`src/rtl/seq_detect_ctrl_if.sv`:
```
// seq_detect_ctrl_if: config, run-control, sample and status signals of the pattern detector
interface seq_detect_ctrl_if #(
  parameter int MAX_LEN = 8,
  parameter int CNT_W   = 8,
  parameter int WIN_W   = 16
);
  localparam int LEN_W = $clog2(MAX_LEN + 1);
  logic               cfg_we;
  logic [MAX_LEN-1:0] cfg_pattern;
  logic [LEN_W-1:0]   cfg_len;
  logic               cfg_overlap;
  logic [CNT_W-1:0]   cfg_target;
  logic [WIN_W-1:0]   cfg_window;
  logic               start;
  logic               abort;
  logic               btn_valid;
  logic               btn;
  logic               led;
  logic [CNT_W-1:0]   match_cnt;
  logic               busy;
  logic               done;
  logic               timeout;
  logic               cfg_err;
  modport master (
    output cfg_we, cfg_pattern, cfg_len, cfg_overlap, cfg_target, cfg_window,
    output start, abort, btn_valid, btn,
    input  led, match_cnt, busy, done, timeout, cfg_err
  );
  modport slave (
    input  cfg_we, cfg_pattern, cfg_len, cfg_overlap, cfg_target, cfg_window,
    input  start, abort, btn_valid, btn,
    output led, match_cnt, busy, done, timeout, cfg_err
  );
endinterface

```
`src/rtl/seq_detect_ctrl.sv`:
```
// seq_detect_ctrl: run controller counting serial pattern matches until target or window limit
module seq_detect_ctrl #(
  parameter int MAX_LEN = 8,
  parameter int CNT_W   = 8,
  parameter int WIN_W   = 16
) (
  input logic clk,
  input logic rst_n,
  seq_detect_ctrl_if.slave bus
);
  localparam int LEN_W = $clog2(MAX_LEN + 1);
  typedef enum logic {IDLE, RUN} state_t;
  state_t state, state_nxt;
  logic [MAX_LEN-1:0] pattern, hist, new_hist, mask;
  logic [LEN_W-1:0]   len, fill, fill_inc;
  logic               overlap;
  logic [CNT_W-1:0]   target, cnt, cnt_nxt;
  logic [WIN_W-1:0]   window, win, win_nxt;
  logic run, samp, hit, fin, to, go, len_ok, cfg_ok, cfg_bad;
  always_comb begin
    run       = state == RUN;
    samp      = run && bus.btn_valid && !bus.abort;
    new_hist  = {hist[MAX_LEN-2:0], bus.btn};
    mask      = ~({MAX_LEN{1'b1}} << len);
    fill_inc  = fill == LEN_W'(MAX_LEN) ? fill : fill + LEN_W'(1);
    hit       = samp && ((new_hist ^ pattern) & mask) == '0 && fill_inc >= len;
    cnt_nxt   = cnt + CNT_W'(hit);
    win_nxt   = win + WIN_W'(1);
    fin       = hit && cnt_nxt == target;
    to        = samp && !fin && window != '0 && win_nxt == window;
    go        = !run && bus.start && target != '0;
    len_ok    = bus.cfg_len != '0 && bus.cfg_len <= LEN_W'(MAX_LEN);
    cfg_ok    = !run && bus.cfg_we && len_ok;
    cfg_bad   = (bus.cfg_we && !cfg_ok) || (!run && bus.start && target == '0);
    state_nxt = go ? RUN : (run && (bus.abort || fin || to)) ? IDLE : state;
  end
  // history bits survive a non-overlapping match; clearing fill alone hides them
  always_ff @(posedge clk or negedge rst_n) begin
    if (!rst_n) begin
      state       <= IDLE;
      pattern     <= '0;
      len         <= '0;
      overlap     <= 1'b0;
      target      <= '0;
      window      <= '0;
      hist        <= '0;
      fill        <= '0;
      win         <= '0;
      cnt         <= '0;
      bus.led     <= 1'b0;
      bus.busy    <= 1'b0;
      bus.done    <= 1'b0;
      bus.timeout <= 1'b0;
      bus.cfg_err <= 1'b0;
    end else begin
      state       <= state_nxt;
      bus.led     <= hit;
      bus.busy    <= state_nxt == RUN;
      bus.done    <= fin;
      bus.timeout <= to;
      bus.cfg_err <= cfg_bad;
      if (cfg_ok) begin
        pattern <= bus.cfg_pattern;
        len     <= bus.cfg_len;
        overlap <= bus.cfg_overlap;
        target  <= bus.cfg_target;
        window  <= bus.cfg_window;
      end
      if (go) begin
        hist <= '0;
        fill <= '0;
        win  <= '0;
        cnt  <= '0;
      end else if (samp) begin
        hist <= new_hist;
        fill <= hit && !overlap ? '0 : fill_inc;
        win  <= win_nxt;
        cnt  <= cnt_nxt;
      end
    end
  end
  assign bus.match_cnt = cnt;
endmodule
```
`src/flat_wrapper.sv`:
```
// flat-port wrapper written by rule: the top's interface ports become plain ports
module seq_detect_ctrl_flat 
#(
  parameter int MAX_LEN = 8,
  parameter int CNT_W   = 8,
  parameter int WIN_W   = 16
)
  (clk, rst_n, bus_cfg_we, bus_cfg_pattern, bus_cfg_len, bus_cfg_overlap, bus_cfg_target, bus_cfg_window, bus_start, bus_abort, bus_btn_valid, bus_btn, bus_led, bus_match_cnt, bus_busy, bus_done, bus_timeout, bus_cfg_err);
  seq_detect_ctrl_if #(.MAX_LEN(MAX_LEN), .CNT_W(CNT_W), .WIN_W(WIN_W)) bus_i ();
  input logic clk;
  input logic rst_n;
  input wire logic [$bits(bus_i.cfg_we)-1:0] bus_cfg_we;
  input wire logic [$bits(bus_i.cfg_pattern)-1:0] bus_cfg_pattern;
  input wire logic [$bits(bus_i.cfg_len)-1:0] bus_cfg_len;
  input wire logic [$bits(bus_i.cfg_overlap)-1:0] bus_cfg_overlap;
  input wire logic [$bits(bus_i.cfg_target)-1:0] bus_cfg_target;
  input wire logic [$bits(bus_i.cfg_window)-1:0] bus_cfg_window;
  input wire logic [$bits(bus_i.start)-1:0] bus_start;
  input wire logic [$bits(bus_i.abort)-1:0] bus_abort;
  input wire logic [$bits(bus_i.btn_valid)-1:0] bus_btn_valid;
  input wire logic [$bits(bus_i.btn)-1:0] bus_btn;
  output wire logic [$bits(bus_i.led)-1:0] bus_led;
  output wire logic [$bits(bus_i.match_cnt)-1:0] bus_match_cnt;
  output wire logic [$bits(bus_i.busy)-1:0] bus_busy;
  output wire logic [$bits(bus_i.done)-1:0] bus_done;
  output wire logic [$bits(bus_i.timeout)-1:0] bus_timeout;
  output wire logic [$bits(bus_i.cfg_err)-1:0] bus_cfg_err;
  assign bus_i.cfg_we = bus_cfg_we;
  assign bus_i.cfg_pattern = bus_cfg_pattern;
  assign bus_i.cfg_len = bus_cfg_len;
  assign bus_i.cfg_overlap = bus_cfg_overlap;
  assign bus_i.cfg_target = bus_cfg_target;
  assign bus_i.cfg_window = bus_cfg_window;
  assign bus_i.start = bus_start;
  assign bus_i.abort = bus_abort;
  assign bus_i.btn_valid = bus_btn_valid;
  assign bus_i.btn = bus_btn;
  assign bus_led = bus_i.led;
  assign bus_match_cnt = bus_i.match_cnt;
  assign bus_busy = bus_i.busy;
  assign bus_done = bus_i.done;
  assign bus_timeout = bus_i.timeout;
  assign bus_cfg_err = bus_i.cfg_err;
  seq_detect_ctrl #(.MAX_LEN(MAX_LEN), .CNT_W(CNT_W), .WIN_W(WIN_W)) u_core (.clk(clk), .rst_n(rst_n), .bus(bus_i));
endmodule
```
`config.mk`:
```
export PLATFORM = sky130hd
export DESIGN_NAME = seq_detect_ctrl_flat
export DESIGN_NICKNAME = d
export VERILOG_FILES = /design/src/rtl/seq_detect_ctrl_if.sv /design/src/rtl/seq_detect_ctrl.sv /design/src/flat_wrapper.sv
export SDC_FILE = /design/constraint.sdc
export NUM_CORES = 1
export LEC_CHECK = 0
export ABC_AREA = 1
export CORE_ASPECT_RATIO = 0.8
export CORE_MARGIN = 1
export CORE_UTILIZATION = 40
export CTS_BUF_LIST = sky130_fd_sc_hd__clkbuf_8
export CTS_CLUSTER_SIZE = 25
export DETAILED_ROUTE_END_ITERATION = 8
export PLACE_DENSITY_LB_ADDON = 0.3
export SLEW_MARGIN = 30
export SYNTH_ARGS = -nofsm -noshare
export SYNTH_HDL_FRONTEND = slang
export SYNTH_SLANG_ARGS = --single-unit
```
`constraint.sdc`:
```
create_clock -name clk -period 8.3 [get_ports clk]
set_clock_uncertainty 0.15 [all_clocks]
set_input_delay 1.66 -clock clk [delete_from_list [all_inputs] [get_ports clk]]
set_output_delay 1.66 -clock clk [all_outputs]
set_load 0.005 [all_outputs]
```
---- After elaboration in Yosys (flattened, before gate mapping) ----
Index checks and enable logic that the tools add are counted.
word-level totals
  bits in registers ....................... 77
  bits in latches ......................... 0
  bits in writable memories ............... 0
  ROM bits ................................ 0
  bits of input ports ..................... 44
  word-level logic and storage cells ...... 70
  memories ................................ 0
cells by class
  add/subtract/negate cells ............... 3
  multiply operators ...................... 0
  divide/modulo/power cells ............... 0
  magnitude comparators ................... 2
  equality and inequality tests ........... 3
  shifts and indexed selects .............. 1
  multiplexer cells ....................... 12
  bitwise gates (word level) .............. 3
  reduce and logical (&&, ||, !) cells .... 32
operators with widths
  kind                                              number
  2-to-1 mux 16 bit                                 2
  logical AND 1 bit                                 17
  adder 16 x 1 -> 16 bit (second input constant)    1
  equality test 16 bit                              1
  logical NOT 8 bit                                 2
  2-to-1 mux 4 bit                                  4
  2-to-1 mux 8 bit                                  2
  nonzero test 16 bit                               1
  2-to-1 mux 7 bit                                  2
  adder 8 x 1 -> 8 bit                              1
  bitwise AND 8 bit                                 1
  equality test 8 bit                               1
  inverter 8 bit                                    1
  nonzero test 8 bit                                1
  << shifter 8 x 4 -> 8 bit (first input constant)  1
  XOR 8 bit                                         1
  logical NOT 1 bit                                 5
  adder 4 x 1 -> 4 bit (second input constant)      1
  equality test 4 bit (second input constant)       1
  greater-or-equal comparator 4 bit                 1
  <= comparator 4 bit (second input constant)       1
  nonzero test 2 bit                                2
  nonzero test 4 bit                                1
  logical OR 1 bit                                  3
  2-to-1 mux 1 bit                                  2

---- Logic depth before layout (Yosys ltp) ----
  word-level depth ........................ 17
  depth in mapped cells ................... 25

---- Worst setup path after synthesis ----
OpenSTA, ideal clock, no wires.
  path type ............................... input -> register
  start ................................... in bus_btn_valid
  end ..................................... reg u_core.bus.busy
  arrival time ............................ 3.736 ns
  path slack .............................. 4.297 ns
  cell stages on the path ................. 19
  path buffers ............................ 0
  cells stage by stage .................... nand2_1 > nor2_1 > o21ai_0 > a21oi_1 > nand3_1 > inv_1 > ha_1 > ha_1 > nand2_1 > nor2_1 > nand3_1 > nand3_1 > nand2_1 > nor2_1 > nand3_1 > nor2_1 > nor2_1 > nand2_1 > nand2_1
between the ends
  word-level cells in the longest chain between the ends .. 14
  elaborated cells between the ends (all ways) .. 15
  classes of those cells .................. add/sub (1); eq/ne (1); reduce/logical (13)
ends and longest elaborated chain
  item                                     line                      source
  from (decl)                              flat_wrapper.sv:20        input wire logic [$bits(bus_i.btn_valid)-1:0] bus_btn_valid;
  logical AND 1 bit (*) (2 in series)      seq_detect_ctrl.sv:22     samp = run && bus.btn_valid && !bus.abort;
  logical AND 1 bit (*) (2 in series)      seq_detect_ctrl.sv:26     hit = samp && ((new_hist ^ pattern) & mask) == '0 && fill_inc >= len;
  net u_core.hit                           seq_detect_ctrl.sv:19     logic run, samp, hit, fin, to, go, len_ok, cfg_ok, cfg_bad;
  adder 8 x 1 -> 8 bit                     seq_detect_ctrl.sv:27     cnt_nxt = cnt + CNT_W'(hit);
  equality test 8 bit                      seq_detect_ctrl.sv:29     fin = hit && cnt_nxt == target;
  logical AND 1 bit (*)                    seq_detect_ctrl.sv:29
  net u_core.fin                           seq_detect_ctrl.sv:19
  logical NOT 1 bit                        seq_detect_ctrl.sv:30     to = samp && !fin && window != '0 && win_nxt == window;
  logical AND 1 bit (3 in series)          seq_detect_ctrl.sv:30
  logical OR 1 bit (*)                     seq_detect_ctrl.sv:35     state_nxt = go ? RUN : (run && (bus.abort || fin || to)) ? IDLE : state;
  logical AND 1 bit (*)                    seq_detect_ctrl.sv:35
  nonzero test 2 bit (no source line) (*)  -
  to (signal assigned)                     seq_detect_ctrl.sv:51     bus.busy <= 1'b0;
  to (signal assigned)                     seq_detect_ctrl.sv:58     bus.busy <= state_nxt == RUN;
  to (decl)                                seq_detect_ctrl_if.sv:32  output led, match_cnt, busy, done, timeout, cfg_err
Mark *: on every way through the listed nets, which the timed path passes. The rest lies on a longest branch.
A chain may end at the register's enable or synchronous reset.

---- Worst setup path in the final report ----
Ends and elaborated chain as after synthesis.

==> results.md <==
- Fin crit share: 0.548
- Setup WS post-layout: 3750 ps
- Tmin final: roughly 4500 ps
- Synth Register Bits: 77
- Num rows: 33
- Ports: between 50 and 60
- Post-CTS Hold Buffers: 0
- R2R depth: 23
- Number of buffers added on ports: 56
- Critical path class: input port to flop
- Die Ht: about 95 um
- Core outline area: approximately 0.010 sq mm
- RePlAce Congestion: slightly above 0.9
- FMAX: 220 MHz
- Post-route DRC: 0
- Die Width: 118 um
- Final net count: 673
- Antenna violations before repair: 0
- Synth Area in Compound Gates: 0.0962
- Hold Path Class: flop to flop
- DP Area: approximately 0.005 sq mm
- Fin. Hold Viols: 0
- Hold Crit Start: u_core.overlap
- DRT iter0 DRCs: 246
- Number of vias per cell: roughly 5.2
- Startpoint types: input port
- CP Max Fanout: 17
- Power per Cell Area: 187 mW/mm^2
- Unrepaired setup endpoints after global routing: false
- DR pass1 iterations: 5
- Post-synth cell types: 30
- R2R Path Start: u_core.fill[0]
- Number of cells upsized or downsized after cts: 0
- Final WL: 10500 um
- CP Capture Type: flop
- Worst hold slack: 386 ps
- Slew headroom: 0.450
- Clock transition at path regs: around 70 ps
- Worst-Margin Slew: ~820 ps
- Status: finished, final reports clean
- WP data required: roughly 8400 ps
- Post-Syn Nets: 618
- DP Wirelength: 7470 um
- Hold depth: 2
- Vias in the first global route: 3920
- Routed len/inst: 13.7 um
- Syn Std Cell Area: 0.00433 sq mm
- Largest net degree at the start of global routing: 78
- Sum of negative setup slack: 0 ps
- Final Core Density: 0.500
- Worst r2r dst: u_core.bus.busy
- Share of cells above drive strength 1: 0.0688
- Post-Synth XOR/XNOR Area: 0.0182
- Post-route ant nets: 0
- Synth-to-Final Area Change: 20.0%
- GRT Util Overall: 0.205
- Seq/Total Area, Yosys: 0.445
- Combinational family with the most area after synthesis: simple AND/OR/NAND/NOR gates
- Warnings, synthesis: 0
- Gr ovfl total: 0
- Post-Place Cells: 749
- Count of pins over their slew limit: 0
- Post-CTS Setup Inserts: 0
- Mux cell area share after synthesis: 0.0338
- Number of antenna repair diodes: 0
- Crit path DAT: 4660 ps
- Die Area: 0.0113 sq mm
- Post-Synthesis Cells: 565
- Initial Util: 0.416
- Design area: around 0.0052 sq mm
- Clk_lat worst skew: between 300 and 400 ps
- Max Cap Violations: 0
- P_leak: 2.43 nW
- Clock buffer depth: 2
- Peak supply drop: 0.0000909 V
- Hold Path End: u_core.overlap
- Clock sink count: 77
- Final setup vio count: 0
- Setup WS pre-CTS: 3420 ps
- Area share of fa/ha/maj cells after synthesis: 0.0260
- DR vias: 3940
- H-tree levels: 3
- Post-synthesis simple-gate area fraction: 0.297
- Total power: 0.974 mW
- TritonCTS clock tree: yes
- Post-route insts no fill: 765
- Clk root buf: clkbuf_8
- Syn Area/Cell: 7.67 sq um
- Clock buffer count from CTS: 9
- R2R Setup Slk: 4630 ps
- First-pass GRT wire length: 18100 um
-- placed cells by master, fill, tap and decap left out, drive strengths merged --
master,count
nand2,133
inv,78
dfrtp,77
nor2,70
nand3,68
clkdlybuf4s50,55
a21oi,29
o21ai,27
o22ai,17
nand4,14
mux2,13
clkbuf,10
ha,9
xor2,7
nand3b,4
clkinv,4
buf,3
xnor2,2
o211ai,1
a32o,1
or2,1
a22o,1
bufinv,1
-- where the power goes --
part | switching, mW | leakage (nW) | internal, mW | total [mW]
sequential | 0.0427 | 0.968 | 0.429 | 0.471
combinational | 0.122 | 1.36 | 0.0976 | 0.220
clock | 0.139 | 0.107 | 0.144 | 0.283
total | 0.303 | 2.43 | 0.670 | 0.974
-- registers in the layout, summed over array words and instances (netlist names), 4 cells and up --
register / cells
u_core.fill: 4
u_core.bus.match_cnt: 8
u_core.len: 4
u_core.hist: 7
u_core.window: 16
u_core.target: 8
u_core.win: 16
u_core.pattern: 8
-- final cells by class --
type | instances | area (sq um)
clock inverter | 6 | 53.8
timing repair buffer | 58 | 577
tap | 140 | 175
multi-input combinational | 397 | 2040
fill | 1019 | 5210
inverter | 77 | 289
clock buffer | 10 | 138
sequential | 77 | 1930
-- synth_stat cells, drive strengths merged --
| library cell | count | area, sq um |
|---|---|---|
| o211ai | 1 | 7.51 |
| buf | 7 | 50.1 |
| xnor2 | 2 | 17.5 |
| or2 | 1 | 6.26 |
| nand4 | 14 | 87.6 |
| nand3 | 68 | 358 |
| o22ai | 17 | 106 |
| inv | 77 | 289 |
| a22o | 1 | 8.76 |
| nor2 | 70 | 292 |
| a21oi | 29 | 145 |
| xor2 | 7 | 61.3 |
| mux2 | 13 | 146 |
| a32o | 1 | 10.0 |
| nand3b | 4 | 30.0 |
| nand2 | 133 | 512 |
| dfrtp | 77 | 1930 |
| clkbuf | 7 | 26.3 |
| o21ai | 27 | 139 |
| ha | 9 | 113 |
-- how the worst max path moves through the flow --
stage / slack (ps) / from / endpoint / depth (start not counted)
finish: 3750 / bus_btn_valid / u_core.bus.busy / 21
detailed placement: 3420 / bus_btn_valid / u_core.bus.busy / 21
CTS: 3800 / bus_btn_valid / u_core.bus.busy / 21
global route: 3470 / bus_btn_valid / u_core.bus.busy / 21
global placement: 3600 / bus_btn_valid / u_core.bus.busy / 21
floorplan: 4300 / bus_btn_valid / u_core.bus.busy / 19
-- layer usage --
metal | global-route usage | vias to the layer above | wire length (um)
li1 | - | 1959 | -
met1 | 0.262 | 1840 | 4940
met2 | 0.328 | 128 | 4790
met3 | 0.0562 | 13 | 627
met4 | 0.0876 | 0 | 125
met5 | 0 | - | 0
-- cell families after synthesis --
group,count (synthesis)
simple gates,290
fa+ha+maj,9
buf+inv,91
flops,77
mux,13
xor+xnor,9
compound gates,76
-- critical path: stages --
cell	delay, ps
clkdlybuf4s50_1	450
nand2_1	50
nor2_1	90
buf_4	260
o21ai_0	120
a21oi_1	130
nand3_1	160
inv_1	120
ha_1	230
ha_1	240
nand2_1	110
nor2_1	230
nand3_1	130
nand3_1	100
nand2_1	50
nor2_1	90
nand3_1	80
nor2_1	170
nor2_1	60
nand2_1	60
nand2_1	40
Note: power is estimated with default switching activity, not from simulation.
